<file path="src/rtl/alu_pkg.sv">
// Shared encodings for the pipelined ALU: opcodes, FSM states, and flag-bit positions.
package alu_pkg;

   localparam logic [2:0] OP_OR  = 3'd0;
   localparam logic [2:0] OP_AND = 3'd1;
   localparam logic [2:0] OP_ADD = 3'd2;
   localparam logic [2:0] OP_SUB = 3'd3;
   localparam logic [2:0] OP_XOR = 3'd4;
   localparam logic [2:0] OP_SHL = 3'd5;
   localparam logic [2:0] OP_SHR = 3'd6;
   localparam logic [2:0] OP_MUL = 3'd7;

   typedef enum logic [1:0] {
      ST_IDLE = 2'd0,
      ST_BUSY = 2'd1,
      ST_HOLD = 2'd2
   } state_e;

   localparam int NFLAGS = 4;
   localparam int FLAG_Z = 0;
   localparam int FLAG_N = 1;
   localparam int FLAG_C = 2;
   localparam int FLAG_V = 3;

endpackage

</file>
<file path="src/rtl/alu_pipe_if.sv">
// Request/response bundle between an ALU requester (master) and alu_pipe (slave).
interface alu_pipe_if #(
   parameter int WIDTH = 16
);

   logic [WIDTH-1:0] x;
   logic [WIDTH-1:0] y;
   logic             zero_x;
   logic             zero_y;
   logic             negate_output;
   logic [2:0]       opcode;
   logic             in_valid;
   logic             in_ready;
   logic [WIDTH-1:0] result;
   logic             flag_z;
   logic             flag_n;
   logic             flag_c;
   logic             flag_v;
   logic             out_valid;
   logic             out_ready;

   modport master (
      output x, y, zero_x, zero_y, negate_output, opcode, in_valid, out_ready,
      input  in_ready, result, flag_z, flag_n, flag_c, flag_v, out_valid
   );

   modport slave (
      input  x, y, zero_x, zero_y, negate_output, opcode, in_valid, out_ready,
      output in_ready, result, flag_z, flag_n, flag_c, flag_v, out_valid
   );

endinterface

</file>
<file path="src/rtl/alu_mul_seq.sv">
// Iterative shift-add unsigned multiplier, one multiplier bit per clock.
// done_o is high during the final step; the product outputs are valid in that same cycle.
module alu_mul_seq
   import alu_pkg::*;
#(
   parameter int WIDTH = 16
) (
   input  logic             clk,
   input  logic             rst_n,
   input  logic             start_i,
   input  logic [WIDTH-1:0] a_i,
   input  logic [WIDTH-1:0] b_i,
   output logic             done_o,
   output logic [WIDTH-1:0] prod_lo_o,
   output logic [WIDTH-1:0] prod_hi_o
);

   localparam int CW = $clog2(WIDTH);

   logic [2*WIDTH-1:0] mcand_q;
   logic [WIDTH-1:0]   mplier_q;
   logic [2*WIDTH-1:0] acc_q;
   logic [2*WIDTH-1:0] acc_d;
   logic [CW-1:0]      cnt_q;
   logic               busy_q;
   logic               last;

   assign acc_d = acc_q + (mplier_q[0] ? mcand_q : '0);
   assign last  = busy_q && (cnt_q == CW'(WIDTH - 1));

   assign done_o    = last;
   assign prod_lo_o = acc_d[WIDTH-1:0];
   assign prod_hi_o = acc_d[2*WIDTH-1:WIDTH];

   always_ff @(posedge clk or negedge rst_n) begin
      if (!rst_n) begin
         mcand_q  <= '0;
         mplier_q <= '0;
         acc_q    <= '0;
         cnt_q    <= '0;
         busy_q   <= 1'b0;
      end else if (start_i) begin
         mcand_q  <= {{WIDTH{1'b0}}, a_i};
         mplier_q <= b_i;
         acc_q    <= '0;
         cnt_q    <= '0;
         busy_q   <= 1'b1;
      end else if (busy_q) begin
         acc_q    <= acc_d;
         mcand_q  <= mcand_q << 1;
         mplier_q <= mplier_q >> 1;
         cnt_q    <= cnt_q + CW'(1);
         if (last) begin
            busy_q <= 1'b0;
         end
      end
   end

endmodule

</file>
<file path="src/rtl/alu_pipe.sv">
// Handshaked ALU: single-cycle logic/arith/shift ops, multi-cycle MUL via alu_mul_seq.
//
// state   | meaning
// IDLE    | no result pending, ready for a request
// BUSY    | MUL in progress, requests ignored
// HOLD    | result and flags presented with out_valid=1
module alu_pipe
   import alu_pkg::*;
#(
   parameter int WIDTH = 16
) (
   input  logic      clk,
   input  logic      rst_n,
   alu_pipe_if.slave bus
);

   localparam int SHW = $clog2(WIDTH);

   state_e              state_q;
   logic [WIDTH-1:0]    result_q;
   logic [NFLAGS-1:0]   flags_q;
   logic                out_valid_q;
   logic                negate_q;

   logic                in_ready;
   logic                accept;
   logic                mul_start;
   logic [WIDTH-1:0]    xa;
   logic [WIDTH-1:0]    ya;
   logic [SHW-1:0]      sh;
   logic [WIDTH:0]      sum;
   logic [WIDTH:0]      diff;
   logic [WIDTH:0]      shl_ext;
   logic [WIDTH:0]      shr_ext;
   logic [WIDTH-1:0]    raw;
   logic                carry;
   logic                ovf;
   logic [WIDTH-1:0]    res_d;
   logic [NFLAGS-1:0]   flags_d;

   logic                mul_done;
   logic [WIDTH-1:0]    prod_lo;
   logic [WIDTH-1:0]    prod_hi;
   logic [WIDTH-1:0]    mul_res_d;
   logic [NFLAGS-1:0]   mul_flags_d;

   function automatic logic [NFLAGS-1:0] mk_flags(input logic [WIDTH-1:0] r,
                                                   input logic c, input logic v);
      logic [NFLAGS-1:0] f;
      f         = '0;
      f[FLAG_Z] = (r == '0);
      f[FLAG_N] = r[WIDTH-1];
      f[FLAG_C] = c;
      f[FLAG_V] = v;
      return f;
   endfunction

   assign in_ready  = (state_q == ST_IDLE) || ((state_q == ST_HOLD) && bus.out_ready);
   assign accept    = bus.in_valid && in_ready;
   assign mul_start = accept && (bus.opcode == OP_MUL);

   assign xa = bus.zero_x ? '0 : bus.x;
   assign ya = bus.zero_y ? '0 : bus.y;
   assign sh = ya[SHW-1:0];

   always_comb begin
      sum     = {1'b0, xa} + {1'b0, ya};
      diff    = {1'b0, xa} - {1'b0, ya};
      // One spare bit on the shift vectors catches the last bit shifted out.
      shl_ext = {1'b0, xa} << sh;
      shr_ext = {xa, 1'b0} >> sh;
      raw     = '0;
      carry   = 1'b0;
      ovf     = 1'b0;
      case (bus.opcode)
         OP_OR:  raw = xa | ya;
         OP_AND: raw = xa & ya;
         OP_ADD: begin
            raw   = sum[WIDTH-1:0];
            carry = sum[WIDTH];
            ovf   = (xa[WIDTH-1] == ya[WIDTH-1]) && (sum[WIDTH-1] != xa[WIDTH-1]);
         end
         OP_SUB: begin
            raw   = diff[WIDTH-1:0];
            carry = diff[WIDTH];
            ovf   = (xa[WIDTH-1] != ya[WIDTH-1]) && (diff[WIDTH-1] != xa[WIDTH-1]);
         end
         OP_XOR: raw = xa ^ ya;
         OP_SHL: begin
            raw   = shl_ext[WIDTH-1:0];
            carry = shl_ext[WIDTH];
         end
         OP_SHR: begin
            raw   = shr_ext[WIDTH:1];
            carry = shr_ext[0];
         end
         default: raw = '0;
      endcase
      res_d   = bus.negate_output ? ~raw : raw;
      flags_d = mk_flags(res_d, carry, ovf);
   end

   assign mul_res_d   = negate_q ? ~prod_lo : prod_lo;
   assign mul_flags_d = mk_flags(mul_res_d, |prod_hi, 1'b0);

   alu_mul_seq #(
      .WIDTH (WIDTH)
   ) u_mul (
      .clk       (clk),
      .rst_n     (rst_n),
      .start_i   (mul_start),
      .a_i       (xa),
      .b_i       (ya),
      .done_o    (mul_done),
      .prod_lo_o (prod_lo),
      .prod_hi_o (prod_hi)
   );

   always_ff @(posedge clk or negedge rst_n) begin
      if (!rst_n) begin
         state_q     <= ST_IDLE;
         result_q    <= '0;
         flags_q     <= '0;
         out_valid_q <= 1'b0;
         negate_q    <= 1'b0;
      end else begin
         case (state_q)
            ST_IDLE, ST_HOLD: begin
               if (accept) begin
                  if (bus.opcode == OP_MUL) begin
                     state_q     <= ST_BUSY;
                     out_valid_q <= 1'b0;
                     negate_q    <= bus.negate_output;
                  end else begin
                     state_q     <= ST_HOLD;
                     out_valid_q <= 1'b1;
                     result_q    <= res_d;
                     flags_q     <= flags_d;
                  end
               end else if ((state_q == ST_HOLD) && bus.out_ready) begin
                  state_q     <= ST_IDLE;
                  out_valid_q <= 1'b0;
               end
            end
            ST_BUSY: begin
               if (mul_done) begin
                  state_q     <= ST_HOLD;
                  out_valid_q <= 1'b1;
                  result_q    <= mul_res_d;
                  flags_q     <= mul_flags_d;
               end
            end
            default: begin
               state_q     <= ST_IDLE;
               out_valid_q <= 1'b0;
            end
         endcase
      end
   end

   assign bus.in_ready  = in_ready;
   assign bus.out_valid = out_valid_q;
   assign bus.result    = result_q;
   assign bus.flag_z    = flags_q[FLAG_Z];
   assign bus.flag_n    = flags_q[FLAG_N];
   assign bus.flag_c    = flags_q[FLAG_C];
   assign bus.flag_v    = flags_q[FLAG_V];

endmodule

</file>
<file path="src/flat_wrapper.sv">
// flat-port wrapper written by rule: the top's interface ports become plain ports
module alu_pipe_flat import alu_pkg::*;
#(
   parameter int WIDTH = 16
)
  (clk, rst_n, bus_x, bus_y, bus_zero_x, bus_zero_y, bus_negate_output, bus_opcode, bus_in_valid, bus_out_ready, bus_in_ready, bus_result, bus_flag_z, bus_flag_n, bus_flag_c, bus_flag_v, bus_out_valid);
  alu_pipe_if #(.WIDTH(WIDTH)) bus_i ();
  input  logic clk;
  input  logic rst_n;
  input wire logic [$bits(bus_i.x)-1:0] bus_x;
  input wire logic [$bits(bus_i.y)-1:0] bus_y;
  input wire logic [$bits(bus_i.zero_x)-1:0] bus_zero_x;
  input wire logic [$bits(bus_i.zero_y)-1:0] bus_zero_y;
  input wire logic [$bits(bus_i.negate_output)-1:0] bus_negate_output;
  input wire logic [$bits(bus_i.opcode)-1:0] bus_opcode;
  input wire logic [$bits(bus_i.in_valid)-1:0] bus_in_valid;
  input wire logic [$bits(bus_i.out_ready)-1:0] bus_out_ready;
  output wire logic [$bits(bus_i.in_ready)-1:0] bus_in_ready;
  output wire logic [$bits(bus_i.result)-1:0] bus_result;
  output wire logic [$bits(bus_i.flag_z)-1:0] bus_flag_z;
  output wire logic [$bits(bus_i.flag_n)-1:0] bus_flag_n;
  output wire logic [$bits(bus_i.flag_c)-1:0] bus_flag_c;
  output wire logic [$bits(bus_i.flag_v)-1:0] bus_flag_v;
  output wire logic [$bits(bus_i.out_valid)-1:0] bus_out_valid;
  assign bus_i.x = bus_x;
  assign bus_i.y = bus_y;
  assign bus_i.zero_x = bus_zero_x;
  assign bus_i.zero_y = bus_zero_y;
  assign bus_i.negate_output = bus_negate_output;
  assign bus_i.opcode = bus_opcode;
  assign bus_i.in_valid = bus_in_valid;
  assign bus_i.out_ready = bus_out_ready;
  assign bus_in_ready = bus_i.in_ready;
  assign bus_result = bus_i.result;
  assign bus_flag_z = bus_i.flag_z;
  assign bus_flag_n = bus_i.flag_n;
  assign bus_flag_c = bus_i.flag_c;
  assign bus_flag_v = bus_i.flag_v;
  assign bus_out_valid = bus_i.out_valid;
  alu_pipe #(.WIDTH(WIDTH)) u_core (.clk(clk), .rst_n(rst_n), .bus(bus_i));
endmodule
</file>
<file path="config.mk">
export PLATFORM = sky130hd
export DESIGN_NAME = alu_pipe_flat
export DESIGN_NICKNAME = d
export VERILOG_FILES = /design/src/rtl/alu_pkg.sv /design/src/rtl/alu_pipe_if.sv /design/src/rtl/alu_mul_seq.sv /design/src/rtl/alu_pipe.sv /design/src/flat_wrapper.sv
export SDC_FILE = /design/constraint.sdc
export NUM_CORES = 1
export LEC_CHECK = 0
export BUFFER_PORTS_ARGS = -buffer_cell sky130_fd_sc_hd__buf_4
export CAP_MARGIN = 0
export CORE_UTILIZATION = 35
export DETAILED_ROUTE_END_ITERATION = 12
export GPL_TIMING_DRIVEN = 0
export REMOVE_ABC_BUFFERS = 1
export SLEW_MARGIN = 20
export SYNTH_ARGS = -nofsm -noshare
export SYNTH_HDL_FRONTEND = slang
export SYNTH_HIERARCHICAL = 1
export SYNTH_SLANG_ARGS = --single-unit
</file>
<file path="constraint.sdc">
create_clock -name clk -period 5.1 [get_ports clk]
set_clock_uncertainty 0.15 [all_clocks]
set_input_delay 0.255 -clock clk [delete_from_list [all_inputs] [get_ports clk]]
set_output_delay 0.255 -clock clk [all_outputs]
set_load 0.01 [all_outputs]
</file>
Yosys cells after proc, flatten, opt, wreduce, memory -nomap -nowiden --
Cells that the tools add are included.
Word-level totals: bits in registers 109, word-level logic and storage cells 94
Operators by class: reduce and logical (&&, ||, !) cells 18, equal/unequal tests 18, muxes and demuxes 37, shift operators 2, $add $sub $neg 4, bitwise logic cells 5
Operators with widths (count):
- 32-bit 2-to-1 mux | 5
- 16-bit 2-to-1 mux | 9
- 16-bit one-hot mux with 7 select lines | 1
- 32-bit adder | 1
- 16-bit zero test | 2
- 16-bit NOT | 2
- 16-bit one-hot mux with 2 select lines | 1
- 4-bit 2-to-1 mux | 5
- 16-bit by 16-bit adder with 17-bit output | 1
- 16-bit by 4-bit << shifter with 17-bit output | 1
- 17-bit by 4-bit right shift with 17-bit output | 1
- 16-bit by 16-bit subtractor with 17-bit output | 1
- 16-bit AND | 1
- 16-bit bitwise OR | 1
- 16-bit OR reduction | 1
- 16-bit bitwise XOR | 1
- 3-bit == test, second input constant | 4
- 2-bit 2-to-1 mux | 4
- 4-bit one-hot mux with 2 select lines | 1
- 1-bit 2-to-1 mux | 7
- 3-bit by 2-bit == test with 1-bit output, second input constant | 2
- 1-bit logical AND | 6
- 4-bit by 1-bit adder with 4-bit output, second input constant | 1
- 4-bit == test, second input constant | 1
- 19 further kinds | 24

Longest topological paths before layout --
word-level depth 9, depth in mapped cells 18

Cells and area by module --
Netlist, hierarchy kept.
Modules (own cells, without submodules):
- alu_pipe | seq. area each 550.5 µm², cells an instance 804, times used 1, area each 5990.7 µm²
- alu_mul_seq | seq. area each 2127.0 µm², cells an instance 617, times used 1, area each 5667.9 µm²

Worst setup path before layout --
Ideal clock, no wire load.
kind input-to-reg, start input bus_zero_y, end register u_core.flags_q[0], arrival 3.709 ns, library setup time 0.092 ns, path slack 1.149 ns, cell stages on the path 14, path through nand2b_1 > clkbuf_1 > clkbuf_1 > ha_1 > buf_2 > a211oi_1 > nor2_1 > a2111oi_2 > nor2_1 > or4_4 > and4_1 > or3_4 > mux2_4 > o31ai_2
On the way: word-level cells in the longest chain between the ends 9, elaborated cells between the ends (all ways) 15, classes of those cells add/sub: 2; shift: 2; mux: 6; bitwise: 4; reduce/logical: 1
RTL lines:
- start, declared | line flat_wrapper.sv:13 | input wire logic [$bits(bus_i.zero_y)-1:0] bus_zero_y;
- 16-bit 2-to-1 mux (*) | line alu_pipe.sv:63 | assign ya = bus.zero_y ? '0 : bus.y;
- 16-bit by 16-bit subtractor with 17-bit output (tied with other cells) | line alu_pipe.sv:68 | diff = {1'b0, xa} - {1'b0, ya};
- 16-bit one-hot mux with 7 select lines (*) | line alu_pipe.sv:75 | case (bus.opcode)
- 16-bit NOT | line alu_pipe.sv:99 | res_d = bus.negate_output ? ~raw : raw;
- 16-bit 2-to-1 mux (*) | line alu_pipe.sv:99
- 16-bit zero test (*) | line alu_pipe.sv:51 | f[FLAG_Z] = (r == '0);
- 4-bit 2-to-1 mux (*) | line alu_pipe.sv:130 | if (bus.opcode == OP_MUL) begin
- 4-bit 2-to-1 mux (*) | line alu_pipe.sv:129 | if (accept) begin
- 4-bit one-hot mux with 2 select lines (*) | line alu_pipe.sv:127 | case (state_q)
- end signal, assigned | line alu_pipe.sv:138 | flags_q <= flags_d;
- end signal, assigned | line alu_pipe.sv:150 | flags_q <= mul_flags_d;
- end, declared | line alu_pipe.sv:21 | logic [NFLAGS-1:0] flags_q;
Every way passes the cells marked *; elsewhere a longest branch is shown, timed or not. The select of a mux whose other input is x is not followed. A chain may end at the register's enable or synchronous reset.

Worst setup path in the final report --
start input bus_zero_y, end register u_core.result_q[13] (netlist: u_core/bus.result[13])
On the way: word-level cells in the longest chain between the ends 8, elaborated cells between the ends (all ways) 14, classes of those cells add/sub: 2; shift: 2; mux: 6; bitwise: 4
RTL lines:
- 16-bit 2-to-1 mux (*) | line alu_pipe.sv:63
- 16-bit by 16-bit subtractor with 17-bit output (tied with other cells) | line alu_pipe.sv:68
- 16-bit one-hot mux with 7 select lines (*) | line alu_pipe.sv:75
- 16-bit NOT | line alu_pipe.sv:99
- 16-bit 2-to-1 mux (*) | line alu_pipe.sv:99
- 16-bit 2-to-1 mux (*) | line alu_pipe.sv:130
- 16-bit 2-to-1 mux (*) | line alu_pipe.sv:129
- 16-bit one-hot mux with 2 select lines (*) | line alu_pipe.sv:127
- end signal, assigned | line alu_pipe.sv:137 | result_q <= res_d;
- end signal, assigned | line alu_pipe.sv:149 | result_q <= mul_res_d;
- end, declared | line alu_pipe.sv:20 | logic [WIDTH-1:0] result_q;
Marks and branches as above.

==> metrics.txt <==
status finished clean; Worst Hold Launch bus_out_ready; flops & latches, synth 107; first-pass GRT wire length 59.39 mm; Hold Path Class in -> reg; CTS root buffer clkbuf_16; Final Cycle Share 95.22%; clk slew on worst S/H paths 70 ps; drt initial violations 979; sequential share of the synthesized area 22.97%; xor and xnor fraction of the mapped netlist area 5.495%; Pwr Density 365.4 nW/um2; P&R area growth vs syn 9.348%; deepest clock path buffer count 2; synthesized area 11660 um2; Compound-Gate Fraction of Synth Area 24.14%; Global Route Usage Sum 22.74%; PortBufs 63; syn_area_per_cell 8.205 um2; Core Region 32620 um2; Starting Density 35.74%; die area 34040 um2; post-synthesis mux area share 11.88%; minimum clock period after layout 4856 ps; r2r startpoint u_core/u_mul/mplier_q[0]; post-CTS setup buffers 0; fmax 0.2059 GHz; Vias 10890; CP Launch Type primary input; RSZ-0062 raised after global routing false; chip width 184.5 um; ys flop type dfrtp_1; critical path data arrival time 4960 ps; # diodes 0; placed cell count 1835; library cells used by synthesis 105; H-tree depth 3; drt pass-1 iters 5; Worst Hold End u_core/state_q[1]; Via density 5.881; r2r setup slk 720 ps; Leak 5.788 nW; final setup vio count 0; CTS buffer count 9; # IOs 64; HPWL after DPL 29.42 mm; Clock Latency Late Sink 360 ps; largest family of logic cells by synthesized area compound AO/OA/AOI/OAI gates; number of synthesized flops with an enable pin 0; adder-cell area share of the yosys netlist 9.144%; WL final 38.35 mm; CP required 5200 ps; global route overflow 0; yosys warns 6; most common cell after layout, fill and taps aside nand2_1; WS Path Type in -> reg; hold path depth 3; share of layout cells above drive strength 1 11.49%; largest net degree at the start of global routing 62; gpl congestion 0.9960; Final Hold Fails 0; Mapped Cells 1421; std cell rows 66; max-slew violations 0; Sink Count 107; vias in the first global route 10210; ys async rst share 100.0%; die height 184.5 um; Slew @ Worst Pin 1081 ps; Reg-to-Reg End u_core/flags_q[2]; CP Capture Type flip-flop; cell count of the worst reg-to-reg path 12; Final nets 1531; Sum Neg Setup Slack 0 ps; peak supply drop 0.2417 mV; Max Cap Viol 0; initial antenna violation count 0; Wirelength per Cell 20.71 um; commonest non-fill, non-tap cells in the layout nand2_1, nor2_1, dfrtp_1, mux2i_1, o21ai_0; slew margin rel. 27.96%; post-route ant nets 0; Post-Layout Cell Count 1852; critical-path maximum fanout 22; CTS tree done; DRC viols 0; simple-gate share of the synthesized area 19.84%
stage by stage:
stage          setup slack [ps]  hold WS [ps]  instance area (um2)  power [mW]  utilization, %
2_1_floorplan            -713.2        -190.6                11170       3.132               -
3_3_place_gp              -3999         321.6                12200       3.838           37.40
3_5_place_dp             -253.4         76.58                12380       3.841           37.94
4_1_cts                   101.8         53.55                12730       4.667           39.03
5_1_grt                   30.64         52.64                12750       5.002           39.08
6_report                  243.6         54.83                12750       4.659           39.08
worst max path at each step:
stage / cells after the start / start / to
5_1_grt: 13 / bus_zero_y / u_core/flags_q[0]
4_1_cts: 16 / bus_zero_y / u_core/bus.result[14]
6_report: 13 / bus_zero_y / u_core/bus.result[13]
2_1_floorplan: 7 / u_core/state_q[1] / u_core/u_mul/acc_q[30]
3_5_place_dp: 16 / bus_zero_y / u_core/bus.result[14]
3_3_place_gp: 7 / u_core/state_q[1] / u_core/u_mul/acc_q[30]
critical path: stages:
cell	delay (ps)
buf_4	240
nand2b_1	870
inv_1	670
ha_1	540
nor4_1	100
a2111oi_2	520
nor2_1	140
or4_4	510
and4_1	160
or3_4	400
xnor2_1	160
a21oi_1	80
mux2_2	290
cell usage after synthesis, types with 6 or more instances:
cell type	number	area, um2
nor2_1	116	435.4
and3_1	9	56.30
a21oi_1	92	460.4
nor3_1	22	110.1
nor4_1	12	75.07
or2_2	6	37.54
or4_1	7	52.55
and2_1	37	231.5
clkbuf_1	63	236.5
a221oi_1	12	105.1
a211oi_1	10	75.07
buf_6	8	90.09
a21o_1	20	150.1
mux4_2	13	292.8
dfrtp_1	107	2678
mux2i_1	93	930.9
o22ai_1	10	62.56
buf_2	16	80.08
xor2_1	18	157.7
o21ai_1	6	30.03
o21ai_0	92	460.4
o21a_1	13	97.59
a22oi_1	16	120.1
or3_1	9	56.30
nand3_1	24	120.1
o31ai_1	7	52.55
xnor2_1	52	455.4
nor2b_1	22	137.6
ha_1	82	1026
o211ai_1	19	142.6
inv_2	6	22.52
nand2_1	127	476.7
o2111ai_1	8	70.07
nand2b_1	31	193.9
a22o_1	14	122.6
a31oi_1	14	87.58
o21bai_1	9	67.56
nand4_1	15	93.84
inv_1	63	236.5
sequential cells by signal, indices dropped and copies added, names as in the netlist:
signal / count
u_core/flags_q: 4
u_core/negate_q: 1
u_core/state_q: 2
u_core/u_mul/mplier_q: 16
u_core/u_mul/mcand_q: 32
u_core/bus.result: 15
u_core/u_mul/busy_q: 1
u_core/u_mul/acc_q: 32
u_core/u_mul/cnt_q: 4
power by group:
group / internal, mW / switching, mW
registers: 1.18 / 0.308
clock network: 0.476 / 0.332
logic: 0.998 / 1.37
routing by layer:
layer	vias up	GRT usage [%]	part of all wire [%]
met2	423	34.10	44
met5	-	0	0
met1	5272	32.43	47
met3	57	3.813	6.4
met4	0	8.300	3.2
li1	5140	-	-
repair_timing:
action / 4_1_cts / 5_1_grt
endpoints found under the setup margin: 0 / 2
hold endpoints to repair: 46 / 0
hold buffers: 1 / 0
resized for setup: 0 / 5
logic make-up (layout without fill, tap and decap cells):
family	after synthesis	in the layout
AND/OR/NAND/NOR	462	462
flip-flops	107	107
buffers and inverters	168	157
multiplexers	116	116
XOR/XNOR	71	71
adder cells (fa/ha/maj)	84	84
AO/OA/AOI/OAI	413	413
area by class of cell:
class / count / area (um2)
Clock buffer: 12 / 266.5
Clock inverter: 4 / 80.08
Fill cell: 3345 / 19870
Inverter: 70 / 280.3
Multi-Input combinational cell: 1146 / 8259
Sequential cell: 107 / 2681
Tap cell: 442 / 553.0
Timing Repair Buffer: 71 / 628.1
(Power assumes the default switching activity.)
